## src/rtl/btn_event_counter.sv

```systemverilog
// Button synchronizer/debouncer, per-button press counters and seconds counter packed into a 128-bit hex display word.
// Optional autorepeat of held buttons is compiled in with `define BTN_EVENT_AUTOREPEAT_EN.
module btn_event_counter #(
  parameter int C_btn_bits      = 7,
  parameter int C_debounce_bits = 16,
  parameter int C_clk_hz        = 25000000,
  parameter int C_repeat_cycles = 12500000
) (
  input  logic                  clk,
  input  logic                  reset,
  input  logic [C_btn_bits-1:0] btn,
  input  logic                  clear,
  output logic [C_btn_bits-1:0] pressed,
  output logic [C_btn_bits-1:0] press_pulse,
  output logic [127:0]          data
);

  localparam int PRESC_W = (C_clk_hz > 1) ? $clog2(C_clk_hz) : 1;
  localparam logic [PRESC_W-1:0] PRESC_MAX = PRESC_W'(C_clk_hz - 1);
  localparam logic [PRESC_W-1:0] PRESC_ONE = 1;
  localparam logic [C_debounce_bits-1:0] DB_ONE = 1;
  localparam int NCNT = (C_btn_bits < 7) ? C_btn_bits : 7;

  logic [C_btn_bits-1:0]      sync1, sync2;
  logic [C_debounce_bits-1:0] cnt [C_btn_bits];
  logic [C_btn_bits-1:0]      rise, pulse_next;
  logic [7:0]                 press_cnt [C_btn_bits];
  logic [PRESC_W-1:0]         presc;
  logic                       tick;
  logic [63:0]                seconds;
  logic [127:0]               data_next;

  always_ff @(posedge clk or posedge reset) begin
    if (reset) begin
      sync1 <= '0;
      sync2 <= '0;
    end else begin
      sync1 <= btn;
      sync2 <= sync1;
    end
  end

  // A level is accepted only after it has differed from pressed for 2^C_debounce_bits cycles in a row.
  always_ff @(posedge clk or posedge reset) begin
    if (reset) begin
      pressed <= '0;
      for (int i = 0; i < C_btn_bits; i++) cnt[i] <= '0;
    end else begin
      for (int i = 0; i < C_btn_bits; i++) begin
        if (sync2[i] == pressed[i]) begin
          cnt[i] <= '0;
        end else if (cnt[i] != '1) begin
          cnt[i] <= cnt[i] + DB_ONE;
        end else begin
          pressed[i] <= sync2[i];
          cnt[i]     <= '0;
        end
      end
    end
  end

  always_comb begin
    rise = '0;
    for (int i = 0; i < C_btn_bits; i++)
      rise[i] = sync2[i] && !pressed[i] && (cnt[i] == '1);
  end

`ifdef BTN_EVENT_AUTOREPEAT_EN
  localparam int REP_W = (C_repeat_cycles > 1) ? $clog2(C_repeat_cycles + 1) : 1;
  localparam logic [REP_W-1:0] REP_MAX = REP_W'(C_repeat_cycles - 1);
  localparam logic [REP_W-1:0] REP_ONE = 1;

  logic [REP_W-1:0]      rep_cnt [C_btn_bits];
  logic [C_btn_bits-1:0] rep_hit;

  // Counter is 0 in the initial pulse cycle, so repeats land every C_repeat_cycles after it.
  always_ff @(posedge clk or posedge reset) begin
    if (reset) begin
      for (int i = 0; i < C_btn_bits; i++) rep_cnt[i] <= '0;
    end else begin
      for (int i = 0; i < C_btn_bits; i++) begin
        if (!pressed[i] || rep_cnt[i] == REP_MAX) rep_cnt[i] <= '0;
        else                                      rep_cnt[i] <= rep_cnt[i] + REP_ONE;
      end
    end
  end

  always_comb begin
    rep_hit = '0;
    for (int i = 0; i < C_btn_bits; i++)
      rep_hit[i] = pressed[i] && (rep_cnt[i] == REP_MAX);
  end

  assign pulse_next = rise | rep_hit;
`else
  assign pulse_next = rise;
`endif

  assign tick = (presc == PRESC_MAX);

  always_ff @(posedge clk or posedge reset) begin
    if (reset) begin
      press_pulse <= '0;
      presc       <= '0;
      seconds     <= '0;
      for (int i = 0; i < C_btn_bits; i++) press_cnt[i] <= '0;
    end else begin
      press_pulse <= pulse_next;
      // clear wins over a coincident pulse or tick.
      if (clear) begin
        presc   <= '0;
        seconds <= '0;
      end else if (tick) begin
        presc   <= '0;
        seconds <= seconds + 64'd1;
      end else begin
        presc <= presc + PRESC_ONE;
      end
      for (int i = 0; i < C_btn_bits; i++) begin
        if (clear)               press_cnt[i] <= '0;
        else if (press_pulse[i]) press_cnt[i] <= press_cnt[i] + 8'd1;
      end
    end
  end

  always_comb begin
    data_next = '0;
    for (int i = 0; i < NCNT; i++) data_next[8*i +: 8] = press_cnt[i];
    data_next[56 +: C_btn_bits] = pressed;
    data_next[127:64] = seconds;
  end

  always_ff @(posedge clk or posedge reset) begin
    if (reset) data <= '0;
    else       data <= data_next;
  end

endmodule
```

## config.mk

```make
export PLATFORM = sky130hd
export DESIGN_NAME = btn_event_counter
export DESIGN_NICKNAME = d
export VERILOG_FILES = /design/src/rtl/btn_event_counter.sv
export SDC_FILE = /design/constraint.sdc
export NUM_CORES = 1
export LEC_CHECK = 0
export ABC_AREA = 1
export CAP_MARGIN = 0
export CORE_MARGIN = 1.5
export CORE_UTILIZATION = 45
export CTS_BUF_LIST = sky130_fd_sc_hd__clkbuf_4 sky130_fd_sc_hd__clkbuf_8
export DETAILED_ROUTE_END_ITERATION = 12
export PLACE_DENSITY = 0.71
export SLEW_MARGIN = 20
export SYNTH_ARGS = -nofsm -noshare
export SYNTH_HDL_FRONTEND = slang
export SYNTH_SLANG_ARGS = --single-unit
```

## constraint.sdc

```tcl
create_clock -name clk -period 30.4 [get_ports clk]
set_input_delay 4.56 -clock clk [delete_from_list [all_inputs] [get_ports clk]]
set_output_delay 4.56 -clock clk [all_outputs]
set_load 0.01 [all_outputs]
```

# After elaboration in Yosys (flattened, before gate mapping)
# Cells that the tools add are included.
# word_totals
reg_bits,412
in_bits,10
output_inout_bits,142
word_cells,147
# op_classes
add_sub_neg,16
eq_ne,22
muxes,32
n_bitwise,14
reduce_logical,36
# ops
operator,n
16-bit two-way mux,14
64-bit two-way mux,2
16-bit by 1-bit adder with 16-bit output (second input constant),7
16-bit equality test (second input constant),7
8-bit two-way mux,14
16-bit inequality test (second input constant),7
64-bit by 1-bit adder with 64-bit output (second input constant),1
8-bit by 1-bit adder with 8-bit output (second input constant),7
25-bit two-way mux,2
25-bit by 1-bit adder with 25-bit output (second input constant),1
25-bit equality test (second input constant),1
2-bit nonzero test,8
1-bit logical AND,14
1-bit inverter,14
2-bit AND reduction,7
1-bit equality test,7
1-bit logical NOT,7

# Depth between registers and ports, before layout
# Gate-level depths: netlist of the first run.
# logic_depth
word_depth,3
mapped_depth,11

# Worst setup path after synthesis of the first run
# OpenSTA, ideal clock, no wires.
# synth_timing
path_kind,input port to flip-flop
start,input clear
end,"register press_cnt, in the netlist data_next[14]"
arrival_time_ns,5.543
slack_ns,24.786
stages,6
path_buffers,3
path_cell_list,clkbuf_1 > inv_2 > clkbuf_1 > buf_2 > nand2_1 > nor2_1
# synth_between
elab_chain_len,1
# synth_rtl
item,line_no,source
start: declaration,12,"input logic clear,"
8-bit two-way mux / 2-bit nonzero test (equally long branches),-,
end signal: indexed assignment,121,else if (press_pulse[i]) press_cnt[i] <= press_cnt[i] + 8'd1;
end: declaration,27,logic [7:0] press_cnt [C_btn_bits];
# Several ways; a longest one is shown, not always the timed one.
# A chain may end at the register's enable or synchronous reset.

# Worst setup path in the final report of the first run
# layout_timing
start,input clear
end,register presc[14]
# layout_between
elab_chain_len,1
# layout_rtl
item,line_no,source
25-bit two-way mux,110,if (clear) begin
end signal: assignment,117,presc <= presc + PRESC_ONE;
end: declaration,28,logic [PRESC_W-1:0] presc;
# Every way passes these cells.

==> results of run 1 <==
power breakdown:
part	leakage, nW	switching, mW	total, mW	internal (mW)
Sequential	5.71	0.00237	0.555	0.552
Clock	0.785	0.221	0.521	0.300
Combinational	3.30	0.0209	0.0267	0.00576
cell families after synthesis:
logic type / Yosys count / synth area share (%)
buffers and inverters: 268 / 5.90
xor gates and xnor gates: 65 / 3.11
AOI/OAI and AO/OA: 188 / 5.49
DFF: 412 / 56.3
adders and majority gates: 23 / 1.57
other: 1 / 0.0205
and+or+nand+nor: 1148 / 27.6
sequential cells by signal, summed over array words and instances, names as in the netlist:
| name | flops |
|---|---|
| cnt | 112 |
| data | 127 |
| data_next | 56 |
| presc | 25 |
| press_pulse | 7 |
| pressed | 7 |
| seconds | 64 |
| sync1 | 7 |
| sync2 | 7 |
layout by cell type (no fill, tap or decap), drive strengths merged:
cell type      count
nor3              70
a21oi             75
a211oi             1
conb               1
nand2            404
nand3            137
a31o               2
nor3b              6
buf                6
clkdlybuf4s50    150
o31ai              2
nand4             61
clkinv             9
nor4               7
dfrtp            412
or2                1
and2               1
xor2              44
and3               4
o21bai             6
a21o               4
clkbuf           105
nor2             452
o21ai             95
o21a               1
bufinv             2
a31oi              2
xnor2             21
ha                23
inv              235
nand3b             5
clkinvlp           1
layer usage:
metal | vias up | track usage (%)
met3 | 100 | 4.06
met5 | - | 0
li1 | 7132 | -
met1 | 6959 | 27.0
met4 | 0 | 8.46
met2 | 395 | 35.4
synth_stat cells, types with 2 or more instances:
library cell	instances
ha_1	23
a21oi_1	75
and3_1	4
nor2_4	14
a31o_2	2
clkbuf_1	13
buf_6	4
nand2_1	390
nand3_1	133
nor3_1	68
nor2_2	16
nand2_8	2
nor3_2	2
inv_1	227
nand2_2	12
nor4_1	7
o31ai_1	2
inv_2	6
nor2_1	421
o21ai_1	5
nor3b_1	5
buf_1	3
nand3_2	4
xor2_1	44
dfrtp_1	412
a31oi_1	2
nand3b_1	5
buf_4	10
nand4_1	61
xnor2_1	21
o21bai_1	6
buf_2	4
a21o_1	4
o21ai_0	85
o21ai_2	5
area by class of cell:
type,count,area share (%)
flip-flops and latches,412,47.3
multi-input cells,1425,31.7
repair buffers,156,7.11
clock buffers,105,6.20
inverters,234,4.08
well taps,525,3.01
clock inverters,13,0.574
metrics by stage:
step / power, mW / instances
4_1_cts: 1.12 / 2870
3_3_place_gp: 0.591 / 2752
2_1_floorplan: 0.584 / 2105
6_report: 1.10 / 2870
3_5_place_dp: 0.592 / 2752
5_1_grt: 1.15 / 2870
worst reg2reg max path: stages (launching register included):
cell     delay (ns)
dfrtp_1        0.50
ha_1           0.32
inv_2          0.07
nor2_2         0.28
nand2_2        0.15
nor2_2         0.29
inv_1          0.11
nor2_2         0.31
nand4_1        0.13
nand2_1        0.08
nor2_1         0.05
final timing paths:
path / from / end / slack (ns) / depth (start not counted)
worst max register to register: seconds[0] / seconds[50] / 27.98 / 10
worst max-delay path: clear / presc[14] / 23.65 / 8
max in group asynchronous: reset / data[18] / 23.76 / 4
worst min-delay path: sync1[2] / sync2[2] / 0.33 / 0
min in group asynchronous: reset / press_pulse[1] / 4.53 / 2
worst min register to register: sync1[2] / sync2[2] / 0.33 / 0
==> metrics.yaml, run 1 <==
finish:
  fin_area_sq_um: 21800
  drive_gt1_share_pct: 8.23
  area_growth_syn_to_layout_pct: 19.1
  fillers: 3541
  final_util_pct: 54.6
  seq_area_sq_um: 10300
  diodes: 0
  nets: 2332
  multi_input_area_sq_um: 6920
timing:
  fmaxAchievable_mhz: 148
  fin_ws_ns: 23.65
  rsz0062_at_grt: "no"
  setup_tns_ns: 0
  final-setup-viol-count: 0
  fin_crit_ns: 6.75
  worst-slew-pin-transition_ns: 0.964
  slew_violations: 0
  relSlewSlack_pct: 35.7
  whs_ns: 0.333
  finalCritPeriodShare_pct: 22.2
  clock_skew_ns: 0.0216
  hold_violations: 0
placed_design:
  dpl_cell_area_sq_um: 20300
  pre_cts_slack_ns: 22.91
  dpl.hpwl_mm: 29.7
  routabilityCongestion: 0.920
  port_buffers: 150
floorplanning:
  fp-row-count: 73
  dieHeight_um: 205
  coreArea_sq_um: 39900
  initial_core_util_pct: 45.9
  io_pins: 152
  fp.dieW_um: 205
  die_area_sq_um: 41900
clocking:
  htreeDepth: 3
  post_cts_buffers: 0
  ctsHoldBuffers: 0
  cts_tree: "built"
  cts.sinks: 412
  clockBufferDepth: 3
  clockRootBuffer: "clkbuf_8"
  clkSlewWorstSetupHoldPaths_ns: 0.06
  cts_made_buffers: 70
  clock_latency_ns: 0.61
  cts_resized: 0
worst_hold_path:
  hp-class: "reg2reg"
synth:
  yosysSeqAreaShare_pct: 56.3
  syn_area_per_cell_sq_um: 8.70
  synth_cells: 2105
  synthesis.area_sq_um: 18300
  synthTopCellsByArea: "dfrtp_1, nor2_1, nand2_1"
  syn-num-nets: 2138
  yosysTopAreaCell: "dfrtp_1"
  ys_ff_latch: 412
  async_flop_share_pct: 100
  yosysWarnings: 0
  synth_edf_count: 0
  ys_types: 43
  ys.flop_type: "dfrtp_1"
  synth_top_area_share_pct: 56.3
setup_path:
  crit_path_max_incr_delay_ns: 0.76
  path_common_cell: "buf_4"
  critPathTopFamily: "buffers and inverters"
  cp-start-kind: "primary input"
  crit_slowest_cell: "buf_4"
  cp.arrival_ns: 7.28
  endpoint_kind: "flip-flop"
  crit_type: "in2reg"
  cp.required_ns: 30.93
  cp_num_buf_inv: 5
  path_max_fanout: 82
  cp_cell_sequence: "clkdlybuf4s50_1, buf_4, clkinv_2, buf_4, nand2_8, inv_4, o21ai_0, a21oi_1"
routing:
  drc: 0
  vias: 14600
  ant_nets: 0
  drt-met1-wl_mm: 18.2
  firstDrtPassIters: 5
  met3_wirelength_mm: 2.52
  dr_wl_met2_mm: 20.6
  drt-initial-drc-count: 801
  vias_per_cell: 5.08
  routed.top_layer: "met4"
  wl_per_cell_um: 14.8
  wl_mm: 42.6
grt:
  grt_pass1_wl_mm: 71.2
  grt_pass1_vias: 14400
  antenna_found_initial: 0
  grt_max_degree: 134
  track_usage_pct: 21.1
  grt_overflow: 0
pwr:
  p_per_area_nw_per_um2: 50.6
  power_leakage_nw: 9.79
  vdd.ir_drop.worst_mv: 0.0303
outcome:
  run_status: "finished clean"
job:
  cap_violations: 0
Note: power is estimated with default switching activity, not from simulation.
==> run 2, diff against run 1 <==
- PLACE_DENSITY: 0.71 -> 0.74
- clock period: 30.4 -> 5.95 ns (I/O delays scaled with it)
==> metrics.yaml, run 2 (same netlist as run 1, synthesis figures left out) <==
job:
  cap_violations: 0  # unchanged
placed_design:
  pre_cts_slack_ns: 2.51  # -20.40 ns
  dpl.hpwl_mm: 30.2  # +1.6%
  routabilityCongestion: 0.934  # +1.6%
  dpl_cell_area_sq_um: 20300  # about the same
  port_buffers: 150  # unchanged
grt:
  antenna_found_initial: 0  # unchanged
  grt_overflow: 0  # unchanged
  grt_pass1_vias: 14300  # -0.71%
  grt_max_degree: 196  # +46%
  grt_pass1_wl_mm: 71.0  # -0.25%
  track_usage_pct: 21.1  # -0.066 points
clocking:
  cts_resized: 0  # unchanged
  clockBufferDepth: 3  # unchanged
  cts_made_buffers: 71  # +1.4%
  ctsHoldBuffers: 0  # unchanged
  cts.sinks: 412  # unchanged
  clkSlewWorstSetupHoldPaths_ns: 0.06  # about the same
  clockRootBuffer: "clkbuf_8"
  clock_latency_ns: 0.62  # about the same
  htreeDepth: 3  # unchanged
  post_cts_buffers: 0  # unchanged
  cts_tree: "built"
routing:
  vias: 14600  # +0.14%
  vias_per_cell: 5.09  # about the same
  drt-initial-drc-count: 851  # +6.2%
  wl_mm: 42.8  # +0.63%
  ant_nets: 0  # unchanged
  wl_per_cell_um: 14.9  # +0.56%
  drc: 0  # unchanged
  firstDrtPassIters: 5  # unchanged
floorplanning:
  io_pins: 152  # unchanged
  fp-row-count: 73  # unchanged
  dieHeight_um: 205  # unchanged
  initial_core_util_pct: 45.9  # unchanged
  coreArea_sq_um: 39900  # unchanged
  fp.dieW_um: 205  # unchanged
  die_area_sq_um: 41900  # unchanged
outcome:
  run_status: "finished clean"
pwr:
  vdd.ir_drop.worst_mv: 0.165  # +450%
  p_per_area_nw_per_um2: 260  # +410%
  power_leakage_nw: 9.80  # +0.13%
  power.total_mw: 5.68  # +420%
timing:
  worst-slew-pin-transition_ns: 0.896  # -0.0679 ns
  fin_ws_ns: 3.10  # -20.54 ns
  hold_violations: 0  # unchanged
  finalCritPeriodShare_pct: 47.8
  relSlewSlack_pct: 40.3  # +4.5 points
  slew_violations: 0  # unchanged
  fin_crit_ns: 2.85
  setup_tns_ns: 0  # unchanged
  rsz0062_at_grt: "no"
  clock_skew_ns: 0.0307  # +0.00907 ns
  fmaxAchievable_mhz: 351
  final-setup-viol-count: 0  # unchanged
finish:
  drive_gt1_share_pct: 8.27  # +0.036 points
  largest_register_ffs: 127  # unchanged
  layout_commonest_cell: "nor2_1"
  largest-register: "data"
  nets: 2334  # +0.086%
  fillers: 3567  # +0.73%
  diodes: 0  # unchanged
  fin_area_sq_um: 21900  # +0.29%
  final_util_pct: 54.8  # +0.16 points
  area_growth_syn_to_layout_pct: 19.4
  top_regs: "data (127), cnt (112), seconds (64)"
  final_cell_mix: "nor2_1, dfrtp_1, nand2_1"
setup_path:
  crit_slowest_cell: "clkinv_2"
  crit_path_max_incr_delay_ns: 0.72  # -0.04 ns
  cp_num_buf_inv: 4  # -1
  r2r_setup_slack_ns: 3.59  # -24.39 ns
  cp.required_ns: 6.44  # -24.49 ns
  critPathTopFamily: "buffers and inverters"
  path_max_fanout: 45  # -45%
  endpoint_kind: "flip-flop"
  cp.arrival_ns: 3.34  # -3.94 ns
  cp_cell_sequence: "clkdlybuf4s50_1, buf_4, clkinv_2, nand2_8, inv_4, o21ai_0, a21oi_1"
  cp-start-kind: "primary input"
  crit_type: "in2reg"
worst_hold_path:
  hp-class: "reg2reg"
run 2: per-stage QoR:
step | cells | hold slack [ns]
5_1_grt | 2872 | 0.351
3_5_place_dp | 2752 | 0.336
2_1_floorplan | 2105 | 0.331
6_report | 2872 | 0.345
4_1_cts | 2871 | 0.346
3_3_place_gp | 2752 | 0.335
run 2: layout make-up:
type / count / area [sq um] / share of cell area (%)
clock inverters: 18 / 219 / 1.00
clock buffers: 101 / 1280 / 5.84
repair buffers: 157 / 1600 / 7.31
inverters: 234 / 886 / 4.05
flip-flops and latches: 412 / 10300 / 47.1
multi-input cells: 1425 / 6920 / 31.6
well taps: 525 / 657 / 3.00
run 2: worst paths after layout:
check	startpoint	to	depth (start not counted)
min in group asynchronous	reset	cnt[91]	2
max reg2reg	seconds[13]	seconds[26]	7
min reg2reg	sync1[3]	sync2[3]	0
max in group asynchronous	reset	cnt[38]	4
max	clear	presc[19]	7
min	sync1[3]	sync2[3]	0
run 2: metal layers:
| metal | vias to the layer above | global-route usage (%) | share of wire (%) |
|---|---|---|---|
| li1 | 7143 | - | - |
| met1 | 7014 | 27.4 | 44 |
| met2 | 371 | 34.9 | 48 |
| met3 | 79 | 4.06 | 5.4 |
| met4 | 0 | 7.85 | 2.5 |
| met5 | - | 0 | 0 |
run 2: where the power goes:
part	total (mW)	internal (mW)	switching, mW
clock	2.71	1.56	1.15
sequential	2.83	2.82	0.0124
combinational	0.141	0.0326	0.108
run 2: worst reg2reg max path, stage by stage (launching register included):
cell and delay (ns):
dfrtp_1 0.44, nand2_1 0.23, nor2_1 0.31, nand3_1 0.32
nor2_1 0.43, nand3_1 0.28, nand2_1 0.11, nor3b_1 0.18
==> run 3, diff against run 2 <==
- clock period: 5.95 -> 2.6 ns (I/O delays scaled with it)
==> metrics.yaml, run 3 (same netlist as run 1, synthesis figures left out) <==
grt:
  antenna_found_initial: 0  # unchanged
  track_usage_pct: 21.3  # +0.18 points
  grt_pass1_wl_mm: 71.9  # +1.2%
  grt_overflow: 0  # unchanged
  grt_max_degree: 103  # -47%
  grt_pass1_vias: 14300  # +0.084%
routing:
  wl_per_cell_um: 15.0  # +0.51%
  firstDrtPassIters: 7  # +2
  vias: 14600  # -0.0068%
  drc: 0  # unchanged
  vias_per_cell: 5.07  # -0.35%
  wl_mm: 43.2  # +0.86%
  ant_nets: 0  # unchanged
  drt-initial-drc-count: 947  # +11%
setup_path:
  path_max_fanout: 6  # -87%
  r2r_start: "seconds[0]"
  r2r_setup_slack_ns: 0.55  # -3.04 ns
  cp_cell_sequence: "clkdlybuf4s50_1"
  cp.arrival_ns: 1.69  # -1.65 ns
  reg2regPathDepth: 10  # +3
  cp_num_buf_inv: 1  # -3
  crit_path_max_incr_delay_ns: 0.61  # -0.11 ns
  crit_slowest_cell: "clkdlybuf4s50_1"
  crit_type: "reg2out"
  cp.required_ns: 2.21  # -4.23 ns
  endpoint_kind: "output port"
  cp.depth: 1  # -6
  cp-start-kind: "flip-flop"
  r2r-end: "seconds[50]"
  critPathTopFamily: "buffers and inverters"
floorplanning:
  dieHeight_um: 205  # unchanged
  die_area_sq_um: 41900  # unchanged
  io_pins: 152  # unchanged
  fp.dieW_um: 205  # unchanged
  initial_core_util_pct: 45.9  # unchanged
  fp-row-count: 73  # unchanged
  coreArea_sq_um: 39900  # unchanged
outcome:
  run_status: "finished clean"
placed_design:
  port_buffers: 150  # unchanged
  routabilityCongestion: 0.922  # -1.3%
  pre_cts_slack_ns: 0.588  # -1.93 ns
  dpl.hpwl_mm: 30.8  # +2.2%
  place_inst: 2758  # +0.22%
  dpl_cell_area_sq_um: 20400  # +0.47%
timing:
  worst-slew-pin-transition_ns: 0.598  # -0.298 ns
  fmaxAchievable_mhz: 481
  rsz0062_at_grt: "no"
  finalCritPeriodShare_pct: 80.0
  hold_violations: 0  # unchanged
  whs_ns: 0.0702  # -0.275 ns
  fin_crit_ns: 2.08
  relSlewSlack_pct: 60.1  # +20 points
  slew_violations: 0  # unchanged
  clock_skew_ns: 0.0365  # +0.00581 ns
  fin_ws_ns: 0.521  # -2.58 ns
  final-setup-viol-count: 0  # unchanged
clocking:
  cts_resized: 0  # unchanged
  clock_latency_ns: 0.63  # about the same
  post_cts_buffers: 0  # unchanged
  clockRootBuffer: "clkbuf_8"
  clockBufferDepth: 3  # unchanged
  ctsHoldBuffers: 0  # unchanged
  clkSlewWorstSetupHoldPaths_ns: 0.06  # about the same
  cts.sinks: 412  # unchanged
  cts_tree: "built"
  cts_made_buffers: 70  # -1.4%
  htreeDepth: 3  # unchanged
finish:
  largest-register: "data"
  final_util_pct: 55.1  # +0.29 points
  area_growth_syn_to_layout_pct: 20.1
  final_cell_mix: "nor2_1, dfrtp_1, nand2_1"
  layout_commonest_cell: "nor2_1"
  fin_cells: 2882  # +0.35%
  multi_input_area_sq_um: 6920  # unchanged
  largest_register_ffs: 127  # unchanged
  fin_area_sq_um: 22000  # +0.53%
  diodes: 0  # unchanged
  seq_area_sq_um: 10300  # unchanged
  drive_gt1_share_pct: 8.66  # +0.39 points
  top_regs: "data (127), cnt (112), seconds (64)"
  nets: 2338  # +0.17%
  fillers: 3546  # -0.59%
worst_hold_path:
  hp-class: "in2async"
pwr:
  power_leakage_nw: 9.85  # +0.51%
  p_per_area_nw_per_um2: 595  # +130%
  vdd.ir_drop.worst_mv: 0.490  # +200%
job:
  cap_violations: 0  # unchanged
run 3: cell count changes in the layout (fill, tap and decap cells not counted):
cell / before / now
buf_12: 2 / 6
buf_16: 1 / 0
buf_4: 4 / 6
bufinv_16: 4 / 3
clkbuf_8: 83 / 88
clkinv_2: 8 / 6
clkinvlp_4: 5 / 7
inv_6: 0 / 3
inv_8: 3 / 1
run 3: through the flow:
step | total power, mW | setup TNS [ns]
2_1_floorplan | 6.83 | -1377.57
3_3_place_gp | 6.93 | 0
3_5_place_dp | 6.95 | 0
4_1_cts | 13.3 | 0
5_1_grt | 13.6 | 0
6_report | 13.1 | 0
run 3: worst max path at each step:
stage / from / end / slack, ns
3_5_place_dp: seconds[0] / seconds[50] / 0.59
2_1_floorplan: reset / cnt[0] / -3.34
6_report: press_pulse[1] / press_pulse[1] / 0.52
5_1_grt: seconds[0] / seconds[22] / 0.35
4_1_cts: press_pulse[1] / press_pulse[1] / 0.47
3_3_place_gp: clear / seconds[13] / 0.65
run 3: area by class of cell:
cell class / count / share of cell area, %
sequential: 412 / 46.9
inverter: 234 / 4.03
timing repair buffer: 162 / 7.58
tap: 525 / 2.99
multi-input combinational: 1425 / 31.5
clock buffer: 106 / 6.12
clock inverter: 18 / 0.899
run 3: metal layers:
layer,global-route usage [%],vias up,part of all wire (%)
met2,34.6,391,48
met5,0,-,0
met3,3.75,94,5.7
met4,8.88,0,2.9
met1,28.0,6958,43
li1,-,7163,-
run 3: power by group:
| group | internal, mW | switching [mW] | leakage, nW |
|---|---|---|---|
| combinational | 0.0842 | 0.251 | 3.35 |
| clock | 3.63 | 2.64 | 0.798 |
| sequential | 6.46 | 0.0288 | 5.71 |
| total | 10.2 | 2.92 | 9.85 |
